===== config.mk =====
export PLATFORM = sky130hd
export DESIGN_NAME = uart_rx
export DESIGN_NICKNAME = d
export VERILOG_FILES = /design/src/rtl/uart_rx.sv
export SDC_FILE = /design/constraint.sdc
export NUM_CORES = 1
export LEC_CHECK = 0
export BUFFER_PORTS_ARGS = -buffer_cell sky130_fd_sc_hd__buf_2
export CAP_MARGIN = 20
export CORE_MARGIN = 10
export CORE_UTILIZATION = 60
export CTS_BUF_LIST = sky130_fd_sc_hd__clkbuf_4 sky130_fd_sc_hd__clkbuf_8
export CTS_CLUSTER_DIAMETER = 50
export CTS_CLUSTER_SIZE = 16
export DETAILED_ROUTE_END_ITERATION = 6
export MAX_ROUTING_LAYER = met4
export PLACE_DENSITY = 0.86
export SYNTH_ARGS = -nofsm -noshare
export SYNTH_HDL_FRONTEND = slang
export SYNTH_SLANG_ARGS = --single-unit

===== constraint.sdc =====
create_clock -name clk -period 2.3 [get_ports clk]
set_input_delay 0.345 -clock clk [delete_from_list [all_inputs] [get_ports clk]]
set_output_delay 0.345 -clock clk [all_outputs]
set_load 0.05 [all_outputs]

===== src/rtl/uart_rx.sv =====
// uart_rx
// -------
// 8N1-style UART receiver driven by an OVERSAMPLE-times baud strobe.
// The serial line is double-flopped, the start bit is re-checked at its
// middle, data bits are sampled LSB first once per bit period, and the
// stop bit decides between delivering the byte and flagging a framing
// error. After a framing error the receiver waits for the line to return
// high so that a held-low line (break) reports only one error.
//
// Output semantics: rx_valid is a one-cycle pulse with no ready/back-
// pressure. rx_data is updated on the same edge and then held until the
// next good frame, so a consumer must take it before another frame ends.
//
// Ports
//   clk          in   system clock
//   rst_n        in   asynchronous active-low reset
//   baud_tick    in   one-cycle strobe at OVERSAMPLE x baud
//   rx_serial    in   asynchronous serial line, idle high
//   rx_data      out  last correctly received byte
//   rx_valid     out  one-cycle pulse when rx_data is updated
//   rx_frame_err out  one-cycle pulse when the stop bit is sampled low
//   rx_busy      out  high whenever the receiver is not idle

module uart_rx #(
    parameter int OVERSAMPLE = 8,
    parameter int DATA_BITS  = 8
) (
    input  logic                 clk,
    input  logic                 rst_n,
    input  logic                 baud_tick,
    input  logic                 rx_serial,
    output logic [DATA_BITS-1:0] rx_data,
    output logic                 rx_valid,
    output logic                 rx_frame_err,
    output logic                 rx_busy
);

    localparam int CNT_W  = $clog2(OVERSAMPLE);
    localparam int BIDX_W = $clog2(DATA_BITS + 1);

    localparam logic [CNT_W-1:0]  CNT_HALF_LAST = CNT_W'(OVERSAMPLE / 2 - 1);
    localparam logic [CNT_W-1:0]  CNT_BIT_LAST  = CNT_W'(OVERSAMPLE - 1);
    localparam logic [BIDX_W-1:0] BIDX_LAST     = BIDX_W'(DATA_BITS - 1);

    typedef enum logic [2:0] {
        S_IDLE  = 3'd0,
        S_START = 3'd1,
        S_DATA  = 3'd2,
        S_STOP  = 3'd3,
        S_BREAK = 3'd4
    } state_e;

    // Synchroniser: both flops reset high so reset never looks like a start bit.
    logic sync1_q;
    logic rx_s_q;

    state_e                state_q,        state_d;
    logic [CNT_W-1:0]      cnt_q,          cnt_d;
    logic [BIDX_W-1:0]     bitidx_q,       bitidx_d;
    logic [DATA_BITS-1:0]  shift_q,        shift_d;
    logic [DATA_BITS-1:0]  rx_data_q,      rx_data_d;
    logic                  rx_valid_q,     rx_valid_d;
    logic                  rx_frame_err_q, rx_frame_err_d;
    logic                  rx_busy_q,      rx_busy_d;

    always_ff @(posedge clk or negedge rst_n) begin
        if (!rst_n) begin
            sync1_q <= 1'b1;
            rx_s_q  <= 1'b1;
        end else begin
            sync1_q <= rx_serial;
            rx_s_q  <= sync1_q;
        end
    end

    always_ff @(posedge clk or negedge rst_n) begin
        if (!rst_n) begin
            state_q        <= S_IDLE;
            cnt_q          <= '0;
            bitidx_q       <= '0;
            shift_q        <= '0;
            rx_data_q      <= '0;
            rx_valid_q     <= 1'b0;
            rx_frame_err_q <= 1'b0;
            rx_busy_q      <= 1'b0;
        end else begin
            state_q        <= state_d;
            cnt_q          <= cnt_d;
            bitidx_q       <= bitidx_d;
            shift_q        <= shift_d;
            rx_data_q      <= rx_data_d;
            rx_valid_q     <= rx_valid_d;
            rx_frame_err_q <= rx_frame_err_d;
            rx_busy_q      <= rx_busy_d;
        end
    end

    always_comb begin
        state_d        = state_q;
        cnt_d          = cnt_q;
        bitidx_d       = bitidx_q;
        shift_d        = shift_q;
        rx_data_d      = rx_data_q;
        rx_valid_d     = 1'b0;
        rx_frame_err_d = 1'b0;

        if (baud_tick) begin
            unique case (state_q)
                S_IDLE: begin
                    if (!rx_s_q) begin
                        cnt_d   = '0;
                        state_d = S_START;
                    end
                end

                S_START: begin
                    cnt_d = cnt_q + 1'b1;
                    // Half a bit after detection: confirm we are mid start bit.
                    if (cnt_q == CNT_HALF_LAST) begin
                        if (rx_s_q) begin
                            state_d = S_IDLE;
                        end else begin
                            cnt_d    = '0;
                            bitidx_d = '0;
                            state_d  = S_DATA;
                        end
                    end
                end

                S_DATA: begin
                    // cnt is exactly log2(OVERSAMPLE) wide, so it wraps to 0 here.
                    cnt_d = cnt_q + 1'b1;
                    if (cnt_q == CNT_BIT_LAST) begin
                        shift_d  = {rx_s_q, shift_q[DATA_BITS-1:1]};
                        bitidx_d = bitidx_q + 1'b1;
                        if (bitidx_q == BIDX_LAST) begin
                            state_d = S_STOP;
                        end
                    end
                end

                S_STOP: begin
                    cnt_d = cnt_q + 1'b1;
                    if (cnt_q == CNT_BIT_LAST) begin
                        if (rx_s_q) begin
                            rx_data_d  = shift_q;
                            rx_valid_d = 1'b1;
                            state_d    = S_IDLE;
                        end else begin
                            rx_frame_err_d = 1'b1;
                            state_d        = S_BREAK;
                        end
                    end
                end

                S_BREAK: begin
                    // Only a high line rearms detection; a break gives one error.
                    if (rx_s_q) begin
                        state_d = S_IDLE;
                    end
                end

                default: begin
                    state_d = S_IDLE;
                end
            endcase
        end

        rx_busy_d = (state_d != S_IDLE);
    end

    assign rx_data      = rx_data_q;
    assign rx_valid     = rx_valid_q;
    assign rx_frame_err = rx_frame_err_q;
    assign rx_busy      = rx_busy_q;

endmodule


-- Word-level counts from Yosys, hierarchy flattened
Index checks and enable logic that the tools add are counted.
- bits in registers: 31
- word-level logic and storage cells: 58
- input bits: 4
- $add $sub $neg: 2
- equality and inequality tests: 11
- multiplexer cells: 26
- reductions and logical operators: 9
- operators with widths (kind ; count):
    $mux W3 ; 11
    $pmux W3 S5 ; 1
    $mux W4 ; 3
    $eq A3 B2 Y1 const B ; 3
    $pmux W3 S3 ; 1
    $mux W1 ; 8
    $ne A2 B2 Y1 const B ; 4
    $pmux W4 S2 ; 1
    $eq A3 B3 Y1 const B ; 2
    $reduce_and A3 Y1 ; 2
    $reduce_bool A3 Y1 ; 2
    $reduce_and A5 Y1 ; 1
    $add A4 B1 Y4 const B ; 1
    $eq A4 B3 Y1 const B ; 1
    $reduce_and A4 Y1 ; 1
    $add A3 B1 Y3 const B ; 1
    $eq A3 B1 Y1 const B ; 1
    $logic_not A3 Y1 ; 1
    $mux W2 ; 1
    $reduce_bool A2 Y1 ; 1
    $reduce_or A2 Y1 ; 1

-- Depth between registers and ports, before layout
- depth after elaboration: 6
- mapped depth: 7
- gate-level depth less buffers: 7

-- Worst setup path after synthesis
No wires, ideal clock.
- path type: reg-to-reg
- start point: register cnt_q[0]
- end point: register rx_busy_q (netlist: rx_busy)
- cell stages (with the launch flop): 7
- setup time: 131 ps
- slack: 539 ps
- arrival time: 1629 ps
- clock period less this slack: 1761 ps
- data required time: 2169 ps
- path through: dfrtp_1 ha_1 ha_1 nand4b_1 o22ai_1 a311o_1 or3_1
- longest elaborated chain between the ends: 5
- elaborated cells between the ends (all ways): 8
- RTL lines (item ; RTL line ; text):
    from (decl) ; 58 ; logic [CNT_W-1:0] cnt_q, cnt_d;
    from (signal assigned) ; 88 ; cnt_q <= cnt_d;
    $eq A3 B3 Y1 / $eq A3 B2 Y1 (equally long branches) ; 133, 144, 119 ;
    $mux W3, on equally long branches ; 144, 119, 133 ;
    $pmux W3 S5 * ; 108 ; unique case (state_q)
    $mux W3 * ; 107 ; if (baud_tick) begin
    net state_d[0] ; 57 ; state_e state_q, state_d;
    $reduce_bool A3 Y1 * ; 169 ; rx_busy_d = (state_d != S_IDLE);
    net rx_busy_d ; 64 ; logic rx_busy_q, rx_busy_d;
    to (signal assigned) ; 94 ; rx_busy_q <= rx_busy_d;
    to (decl) ; 64 ;
Mark *: on every way through the listed nets, which the timed path passes. The rest lies on a longest branch.
A chain may end at the register's enable or synchronous reset.

-- Worst setup path after layout
Same ends and word-level chain as after synthesis.

==> impl_metrics.ini <==
[floorplan]
starting_utilization_of_the_core_area_pct = 64.43
floorplan.die.width_um = 69.44
fp.dieH_um = 69.44
core_area_um2 = 2276
die_area_um2 = 4821
standard_cell_row_count = 17
io_pins = 15

[critical_path]
worst_ep_required_time_ns = 2.52
reg2regPathDepth = 6
critical_path_arrival_ns = 2.20
cp.buffers_inverters = 0
reg2reg_from = cnt_q[0]
setup.worst_path.class = reg -> reg
crit_path_top_delay_cell = dfrtp_1
ff2ff_setup_slack_ns = 0.32
setup.worst_path.end = rx_busy
crit-reg2reg-capture = rx_busy
crit_path_start = cnt_q[0]
crit_fanout = 5
critical_path_depth = 6
path_common_cell = ha_1
crit_path_max_incr_delay_ns = 0.39
worstPathCellList = ha_1, ha_1, nand3b_1, a21oi_1, a311o_1, or3_1
cp-start-kind = flop
crit_path_end_kind = flop
cpLargestDelayFamily = simple AND/OR/NAND/NOR gates

[cells_and_area]
layout_commonest_cell = dfrtp_1
layout.area.seq_um2 = 778.2
multi_input_comb_area_um2 = 636.9
fin_nets = 144
syn_to_final_growth_pct = 10.32
fillers = 152
final_cell_mix = dfrtp_1 (29), mux2_2 (17), buf_2 (14)
share_of_final_layout_standard_cells_stronger_than_drive_strength_1_pct = 33.58
final_cell_area_excluding_filler_cells_um2 = 1618
fin_cells = 162
insertedDiodeCount = 0

[detailed_routing]
route.detailed.drc = 0
drt-initial-drc-count = 72
postRouteWirelength_um = 2734
via_count = 993
final_antenna_net_count = 0
first_pass_iters = 4
viasPerCell = 6.130
route.detailed.wl_per_inst_um = 16.88

[grt]
grt_first_pass_wirelength_um = 4726
antenna_found_initial = 0
grt-ovfl-total = 0
global_route.usage.total_pct = 12.29
grt_pass1_vias = 1009
grt_max_degree = 32

[clock_network]
clk-insertion-delay-late_ns = 0.34
htreeDepth = 2
worst_setup_hold_path_clk_slew_ns = 0.10
cts.repair_timing.setup_buffer_count = 0
clock-root-buffer = clkbuf_4
cts_hold_buf = 0
numCtsBuffers = 5
clock_tree_from_tritoncts = done
cts-resized-gates = 0
total_number_of_clock_tree_sinks = 31
cts-root-to-sink-buffers = 2

[sta]
rsz0062_at_grt = no
slew_headroom_pct = 57.49
final_period_minus_worst_setup_slack_ns = 1.982
finClkSkew_ns = 0.01157
finalHoldViolations = 0
whs_ns = 0.009395
tightest_slew_ns = 0.6377
final_min_period_over_clock_period_pct = 86.19
max_freq_ghz = 0.5045
number_of_endpoints_failing_setup_at_the_final_stage = 0
finalSetupTns_ns = 0
final_max_tran_viols = 0

[placement]
detailed_place_hpwl_um = 1924
placedInstanceArea_um2 = 1531
dp_cells = 154
port-buffer-count = 14
globalplace.congestion = 0.9210

[logic_synthesis]
compound_gate_fraction_of_synth_area_pct = 9.215
synth_seq_cells = 31
basic_gate_share_of_the_synthesized_area_counting_and_or_nand_and_nor_cells_pct = 13.82
post_synth_mux_area_share_pct = 14.42
yosys_warnings = 0
syn_avg_cell_area_um2 = 12.43
synth_async_sr_flop_share_pct = 100.0
synth_cell_type_count = 37
synth-seq-area-share_pct = 53.07
yosys.area_share.adder_pct = 5.973
main_combinational_cell_family_by_area_after_synthesis = multiplexers
synth_top_flop_cell = dfrtp_1
nets_in_the_synthesized_netlist = 129
synthesis.instances = 118
synth_enable_flop_cells = 0
synth_xor_area_share_pct = 0
synth_area_um2 = 1466

[power]
power-per-cell-area_nw_per_um2 = 1062
total_power_mw = 1.718
p_leak_nw = 0.7831
peakVddDrop_uv = 778.4

[run]
max_cap_viol_count = 0

[hold_path]
type_of_the_most_critical_hold_path = in -> async

[status]
run_status = finished, final reports clean
[worst register-to-register path, cell delays in order (launching register included)]
cell and delay, ns:
dfrtp_1 0.39, ha_1 0.26, ha_1 0.24, nand3b_1 0.15, a21oi_1 0.10, a311o_1 0.36
or3_1 0.37
[through the flow]
stage	worst slack [ns]	util, %
after floorplan	0.5393	-
after global placement	0.4554	67.29
after detailed placement	0.3923	67.29
after CTS	0.3404	71.08
after global routing	0.2316	71.08
final	0.3177	71.08
[synth_stat cells, types with 3 or more instances]
cell type	number	share of area, %
dfrtp_1	29	49
mux2_2	17	13
ha_1	7	6.0
nand2_1	5	1.3
nor2_1	5	1.3
a21oi_1	4	1.4
nand3_1	4	1.4
a21o_1	3	1.5
inv_1	3	0.77
nand3b_1	3	1.5
nor2b_1	3	1.3
[metal layers]
layer / up-vias / routed length (um) / GRT usage (%)
met2: 47 / 1289 / 18.25
met1: 482 / 1198 / 13.77
li1: 451 / - / -
met5: - / 0 / -
met3: 13 / 181 / 4.850
met4: 0 / 65 / 6.874
[cell type report]
type                            instances  area share, %
Inverter                                3         0.6961
Clock buffer                            6          3.171
Clock inverter                          2          2.166
Tap cell                               28          2.166
Timing Repair Buffer                   14          4.331
Multi-Input combinational cell         78          39.37
Sequential cell                        31          48.11
[kinds of logic (layout without fill, tap and decap cells)]
kind of cell,after synthesis,in the layout
buffers and inverters,9,25
AO/OA/AOI/OAI,18,18
multiplexers,19,19
AND/OR/NAND/NOR,34,34
flip-flops,31,31
adder cells (fa/ha/maj),7,7
[worst min path at each step]
stage | end | slack (ns) | start
after floorplan | bitidx_q[0] | 0.05 | rst_n
after global placement | rx_s_q | 0.35 | sync1_q
after detailed placement | rx_s_q | 0.35 | sync1_q
after CTS | rx_data[1] | 0.04 | rst_n
after global routing | bitidx_q[0] | 0.06 | rst_n
final | bitidx_q[3] | 0.009 | rst_n
[report_power, final]
part	leakage, nW	internal, mW	switching (mW)
Combinational	0.338	0.212	0.299
Sequential	0.397	0.643	0.116
Clock	0.0482	0.257	0.191
[state kept, by name, summed over array words and instances, names as in the netlist]
register,cells
rx_s_q,1
rx_data,8
bitidx_q,4
sync1_q,1
cnt_q,3
shift_q,8
state_q,3
rx_busy,1
rx_frame_err,1
rx_valid,1
No activity file was read; power rests on OpenSTA's default activity.
